==> config.mk <==
export PLATFORM = sky130hd
export DESIGN_NAME = axi_master_dm
export DESIGN_NICKNAME = d
export VERILOG_FILES = /design/src/rtl/axi_master_dm.sv
export SDC_FILE = /design/constraint.sdc
export NUM_CORES = 1
export LEC_CHECK = 0
export ABC_AREA = 1
export CAP_MARGIN = 20
export CELL_PAD_IN_SITES_DETAIL_PLACEMENT = 0
export CELL_PAD_IN_SITES_GLOBAL_PLACEMENT = 1
export CORE_UTILIZATION = 24
export DETAILED_ROUTE_END_ITERATION = 6
export PLACE_DENSITY = 0.79
export SLEW_MARGIN = 20
export SYNTH_ARGS = -nofsm -noshare
export SYNTH_HDL_FRONTEND = slang
export SYNTH_SLANG_ARGS = --single-unit
==> constraint.sdc <==
create_clock -name ACLK -period 1.4 [get_ports ACLK]
set_input_delay 0.28 -clock ACLK [delete_from_list [all_inputs] [get_ports ACLK]]
set_output_delay 0.28 -clock ACLK [all_outputs]
set_load 0.03 [all_outputs]
==> src/rtl/axi_master_dm.sv <==
// -----------------------------------------------------------------------------
// axi_master_dm
//   Single-beat AXI4 master bridge for the CPU data-memory port. A held
//   SRAM-style request (core_req + byte-lane write enables) becomes either an
//   AR/R read or an AW/W/B write. Only one transaction is in flight at a time.
//   The core sees read data and a one-cycle done pulse when it completes.
//
// Ports
//   ACLK, ARESET          clock, synchronous active-high reset
//   core_req/web/addr/wdata   request from the core (web 4'hF = read)
//   core_rdata/done/busy/err  completion data, pulse, busy flag, error flag
//   AW*, W*, B*            AXI write address / data / response channels
//   AR*, R*                AXI read address / data channels
//
// Optional feature macro: AXI_MASTER_RESP_CHECK_EN
//   When defined, core_err pulses with core_done if the completing RRESP/BRESP
//   is non-zero or the returned RID/BID differs from MASTER_ID.
//   When undefined, core_err is tied low.
// -----------------------------------------------------------------------------
module axi_master_dm #(
  parameter logic [3:0] MASTER_ID = 4'd1,
  parameter int         ADDR_W    = 32,
  parameter int         DATA_W    = 32
) (
  input  logic                ACLK,
  input  logic                ARESET,
  // core side
  input  logic                core_req,
  input  logic [DATA_W/8-1:0] core_web,
  input  logic [ADDR_W-1:0]   core_addr,
  input  logic [DATA_W-1:0]   core_wdata,
  output logic [DATA_W-1:0]   core_rdata,
  output logic                core_done,
  output logic                core_busy,
  output logic                core_err,
  // write address
  output logic [3:0]          AWID,
  output logic [ADDR_W-1:0]   AWADDR,
  output logic [3:0]          AWLEN,
  output logic [2:0]          AWSIZE,
  output logic [1:0]          AWBURST,
  output logic                AWVALID,
  input  logic                AWREADY,
  // write data
  output logic [DATA_W-1:0]   WDATA,
  output logic [DATA_W/8-1:0] WSTRB,
  output logic                WLAST,
  output logic                WVALID,
  input  logic                WREADY,
  // write response
  input  logic [3:0]          BID,
  input  logic [1:0]          BRESP,
  input  logic                BVALID,
  output logic                BREADY,
  // read address
  output logic [3:0]          ARID,
  output logic [ADDR_W-1:0]   ARADDR,
  output logic [3:0]          ARLEN,
  output logic [2:0]          ARSIZE,
  output logic [1:0]          ARBURST,
  output logic                ARVALID,
  input  logic                ARREADY,
  // read data
  input  logic [3:0]          RID,
  input  logic [DATA_W-1:0]   RDATA,
  input  logic [1:0]          RRESP,
  input  logic                RLAST,
  input  logic                RVALID,
  output logic                RREADY
);

  localparam int STRB_W = DATA_W / 8;

  typedef enum logic [2:0] {
    S_IDLE,
    S_RADDR,
    S_RDATA,
    S_WADDR,
    S_WRESP
  } state_t;

  state_t                state_q, state_d;
  logic [ADDR_W-3:0]     addr_q, addr_d;      // word address; byte offset dropped
  logic [DATA_W-1:0]     wdata_q, wdata_d;
  logic [STRB_W-1:0]     wstrb_q, wstrb_d;
  logic [DATA_W-1:0]     rdata_q, rdata_d;
  logic                  done_q, done_d;
  logic                  err_q, err_d;
  logic                  arvalid_q, arvalid_d;
  logic                  rready_q, rready_d;
  logic                  awvalid_q, awvalid_d;
  logic                  wvalid_q, wvalid_d;
  logic                  bready_q, bready_d;
  logic                  aw_done_q, aw_done_d;
  logic                  w_done_q, w_done_d;

  logic                  rd_bad;
  logic                  wr_bad;
  logic                  aw_now;
  logic                  w_now;

`ifdef AXI_MASTER_RESP_CHECK_EN
  assign rd_bad = (RRESP != 2'b00) || (RID != MASTER_ID);
  assign wr_bad = (BRESP != 2'b00) || (BID != MASTER_ID);
  logic unused_sig;
  assign unused_sig = ^{RLAST, core_addr[1:0]};
`else
  assign rd_bad = 1'b0;
  assign wr_bad = 1'b0;
  logic unused_sig;
  assign unused_sig = ^{RLAST, core_addr[1:0], RID, RRESP, BID, BRESP};
`endif

  // A channel counts as done once its handshake has happened, either in an
  // earlier cycle (sticky flag) or in this one.
  assign aw_now = aw_done_q | (awvalid_q & AWREADY);
  assign w_now  = w_done_q  | (wvalid_q  & WREADY);

  always_comb begin
    state_d   = state_q;
    addr_d    = addr_q;
    wdata_d   = wdata_q;
    wstrb_d   = wstrb_q;
    rdata_d   = rdata_q;
    done_d    = 1'b0;
    err_d     = 1'b0;
    arvalid_d = arvalid_q;
    rready_d  = rready_q;
    awvalid_d = awvalid_q;
    wvalid_d  = wvalid_q;
    bready_d  = bready_q;
    aw_done_d = aw_done_q;
    w_done_d  = w_done_q;

    case (state_q)
      S_IDLE: begin
        // done_q blocks re-acceptance of the request that just completed
        if (core_req && !done_q) begin
          addr_d  = core_addr[ADDR_W-1:2];
          wdata_d = core_wdata;
          wstrb_d = ~core_web;
          if (core_web == {STRB_W{1'b1}}) begin
            state_d   = S_RADDR;
            arvalid_d = 1'b1;
          end else begin
            state_d   = S_WADDR;
            awvalid_d = 1'b1;
            wvalid_d  = 1'b1;
            aw_done_d = 1'b0;
            w_done_d  = 1'b0;
          end
        end
      end
      S_RADDR: begin
        if (ARREADY) begin
          arvalid_d = 1'b0;
          rready_d  = 1'b1;
          state_d   = S_RDATA;
        end
      end
      S_RDATA: begin
        if (RVALID) begin
          rready_d = 1'b0;
          rdata_d  = RDATA;
          done_d   = 1'b1;
          err_d    = rd_bad;
          state_d  = S_IDLE;
        end
      end
      S_WADDR: begin
        aw_done_d = aw_now;
        w_done_d  = w_now;
        if (aw_now) awvalid_d = 1'b0;
        if (w_now)  wvalid_d  = 1'b0;
        if (aw_now && w_now) begin
          bready_d = 1'b1;
          state_d  = S_WRESP;
        end
      end
      S_WRESP: begin
        if (BVALID) begin
          bready_d = 1'b0;
          done_d   = 1'b1;
          err_d    = wr_bad;
          state_d  = S_IDLE;
        end
      end
      default: begin
        state_d = S_IDLE;
      end
    endcase
  end

  always_ff @(posedge ACLK) begin
    if (ARESET) begin
      state_q   <= S_IDLE;
      addr_q    <= '0;
      wdata_q   <= '0;
      wstrb_q   <= '0;
      rdata_q   <= '0;
      done_q    <= 1'b0;
      err_q     <= 1'b0;
      arvalid_q <= 1'b0;
      rready_q  <= 1'b0;
      awvalid_q <= 1'b0;
      wvalid_q  <= 1'b0;
      bready_q  <= 1'b0;
      aw_done_q <= 1'b0;
      w_done_q  <= 1'b0;
    end else begin
      state_q   <= state_d;
      addr_q    <= addr_d;
      wdata_q   <= wdata_d;
      wstrb_q   <= wstrb_d;
      rdata_q   <= rdata_d;
      done_q    <= done_d;
      err_q     <= err_d;
      arvalid_q <= arvalid_d;
      rready_q  <= rready_d;
      awvalid_q <= awvalid_d;
      wvalid_q  <= wvalid_d;
      bready_q  <= bready_d;
      aw_done_q <= aw_done_d;
      w_done_q  <= w_done_d;
    end
  end

  assign core_rdata = rdata_q;
  assign core_done  = done_q;
  assign core_busy  = (state_q != S_IDLE);
  assign core_err   = err_q;

  assign AWID    = MASTER_ID;
  assign AWADDR  = {addr_q, 2'b00};
  assign AWLEN   = 4'd0;
  assign AWSIZE  = 3'b010;
  assign AWBURST = 2'b01;
  assign AWVALID = awvalid_q;

  assign WDATA  = wdata_q;
  assign WSTRB  = wstrb_q;
  assign WLAST  = 1'b1;
  assign WVALID = wvalid_q;

  assign BREADY = bready_q;

  assign ARID    = MASTER_ID;
  assign ARADDR  = {addr_q, 2'b00};
  assign ARLEN   = 4'd0;
  assign ARSIZE  = 3'b010;
  assign ARBURST = 2'b01;
  assign ARVALID = arvalid_q;

  assign RREADY = rready_q;

endmodule
==> metrics.md <==
| Metric | Value |
|---|---|
| Status | completed |
| Main synth FF type | dfxtp_1 |
| Initial antenna violation count | 0 |
| Critical path's top delay family | flip-flops |
| Leading area contributor after synthesis | dfxtp_1 |
| Number of synthesized register bits | 109 |
| Fillers | 1890 |
| Clk sinks | between 100 and 150 |
| Setup Viol. Count Final | 0 |
| CTS Hold Buffers Added | 0 |
| Wire per inst | 13.1 um |
| WP data arrival | roughly 1100 ps |
| TritonRoute pass-1 iters | 4 |
| Drt total wl | 13.1 mm |
| Final period util | 0.969 |
| Max clock buf depth | 2 |
| DRC Markers | 0 |
| Layout Utilization | 0.394 |
| Post-Synthesis Cells | around 560 |
| Port Buf Inserts | 240 |
| Worst IR drop on VDD | 1260 uV |
| Synth top area cells | dfxtp_1, nor2_1, buf_4 |
| Top cells by count, synth | nor2_1, dfxtp_1, o21ai_0 |
| Slew Limit Fails | 0 |
| Ports | about 290 |
| Biggest cell delay along the critical path | 350 ps |
| Worst hold path type | flip-flop to flip-flop |
| Setup crit end kind | output port |
| Starting Density | 0.249 |
| P&R area growth vs syn | 58.3% |
| Routed vias | 4131 |
| Startpoint types | flip-flop |
| Die Height | 137 um |
| Hpwl dp | 9.14 mm |
| CP Buf/Inv Count | 1 |
| Initial DRC Count | 150 |
| Largest net degree at the start of global routing | between 40 and 50 |
| GRT Residual Overflow | 0 |
| Post-synth EDFFs | 0 |
| Clk_lat worst skew | ~360 ps |
| Fmax | 737 MHz |
| P_leak | 2.96 nW |
| DR vias/cell | 4.12 |
| Unrepaired setup endpoints after global routing | yes |
| Setup CP Type | flip-flop to output port |
| Num rows | 48 |
| N_diodes | 0 |
| Setup_tns | 0 ps |
| Full die area | 18700 um^2 |
| H-tree level count | 3 |
| Post-Synthesis Cell Area | roughly 4300 um^2 |
| Final hold vios | 0 |
| Reg clk slew, reported paths | 70 ps |
| Async SR Flop Fraction | 0 |
| Syn avg cell area | approximately 7.7 um^2 |
| First-pass GRT wire length | 19.9 mm |
| Total CTS buffers | 9 |
| Vias in the first global route | 3907 |
| Pwr dens | 1910 nW/um^2 |
| Most instantiated library cell after synthesis | nor2_1 |
| Yosys Warn Count | 0 |
| Netlist cell types | 21 |
| Register area share after synthesis | 0.502 |
| Nets | 894 |
| Final critical-path required period | 1360 ps |
| Die width | 137 um |
| Routability cong. | 0.722 |
| Synth top area share | 0.502 |
| Crit-path cells | nor2_4 > nand2_4 > buf_6 |
| Setup Skew | around 8.6 ps |
| Slowest CP cell | dfxtp_2 |
| ANT nets after route | 0 |
| Root Buffer | clkbuf_16 |
| CP max FO | 5 |
| # Max-Cap Violations | 0 |
| Layout cell share with drive strength beyond 1 | 0.189 |
| Required time worst endpoint | 1120 ps |
| CTS tree | done |
| Core area | 17500 um^2 |
| Total Routing Usage GR | 0.139 |
state kept, by name, indices dropped and copies added (netlist names), 3 cells and up:
name,count
WDATA,32
WSTRB,4
addr_q,30
core_rdata,32
state_q,3
worst paths after layout:
kind         slack, ps  depth (start not counted)                      to                     from
max reg2reg        100                          7  addr_q[6]$_SDFFE_PP0P_  state_q[1]$_SDFFE_PP0P_
min reg2reg        460                          2     BREADY$_SDFFE_PP0P_      BREADY$_SDFFE_PP0P_
max                 40                          3               core_busy  state_q[1]$_SDFFE_PP0P_
min                460                          2     BREADY$_SDFFE_PP0P_      BREADY$_SDFFE_PP0P_
cell type report:
type,count,area [um^2],area share
Sequential cell,109,2180,0.317
Clock buffer,9,225,0.0327
Inverter,12,45.0,0.00654
Tap cell,225,282,0.0409
Timing Repair Buffer,261,2460,0.357
Clock inverter,7,57.6,0.00836
Multi-Input combinational cell,380,1640,0.238
cell families (layout without fill, tap and decap cells):
family / Yosys count / in the layout / synth area share
other cells: 2 / 32 / 0.00173
compound gates: 114 / 114 / 0.132
simple gates: 234 / 234 / 0.214
buf+inv: 105 / 289 / 0.151
flops: 109 / 109 / 0.502
what timing repair did:
| action | 4_1_cts | 5_1_grt |
|---|---|---|
| setup endpoints to repair | 136 | 133 |
| setup buffers | 1 | 0 |
| pin swaps | 1 | 1 |
| resized for setup | 258 | 106 |
per-layer routing:
layer | part of all wire | GRT usage | up-vias
met3 | 0.097 | 0.0622 | 7
met4 | 0.0077 | 0.0333 | 0
met1 | 0.42 | 0.154 | 1835
met2 | 0.48 | 0.239 | 166
li1 | - | - | 2123
met5 | 0 | 0 | -
stage by stage:
step / setup WS (ps) / power [mW] / instances / area, um^2 / hold WS [ps]
6_report: 43.3 / 13.1 / 1003 / 6890 / 463
5_1_grt: -35.9 / 14.0 / 1003 / 6890 / 483
4_1_cts: -0.161 / 13.4 / 1003 / 7070 / 463
3_5_place_dp: -282 / 11.3 / 986 / 6780 / 455
3_3_place_gp: -250 / 11.2 / 986 / 6780 / 449
2_1_floorplan: 134 / 8.61 / 594 / 4460 / 369
worst reg2reg max path: stages, from the launching register on:
cell     delay (ps)
dfxtp_2         350
nor2_4          140
nand2_4          90
nor2_4          170
inv_2            80
buf_12          190
nor2_1          130
nor2_1           50
placed cells by master (no fill, tap or decap), types with 10 or more instances in the layout:
cell type | Yosys | layout
dfxtp_1 | 109 | 107
clkbuf_2 | 1 | 52
conb_1 | 2 | 32
o21ai_0 | 93 | 91
nor2_1 | 196 | 196
clkdlybuf4s15_2 | 0 | 40
a21oi_1 | 12 | 12
buf_4 | 65 | 14
clkdlybuf4s15_1 | 0 | 37
clkdlybuf4s50_1 | 0 | 105
nand2_1 | 20 | 20
o21ai_1 | 8 | 10
power breakdown:
group	switching (mW)	internal (mW)	leakage [nW]
combinational	4.04	2.16	1.93
sequential	0.500	3.92	0.897
clock	1.27	1.24	0.134
total	5.81	7.32	2.96
Note: power is estimated with default switching activity, not from simulation.
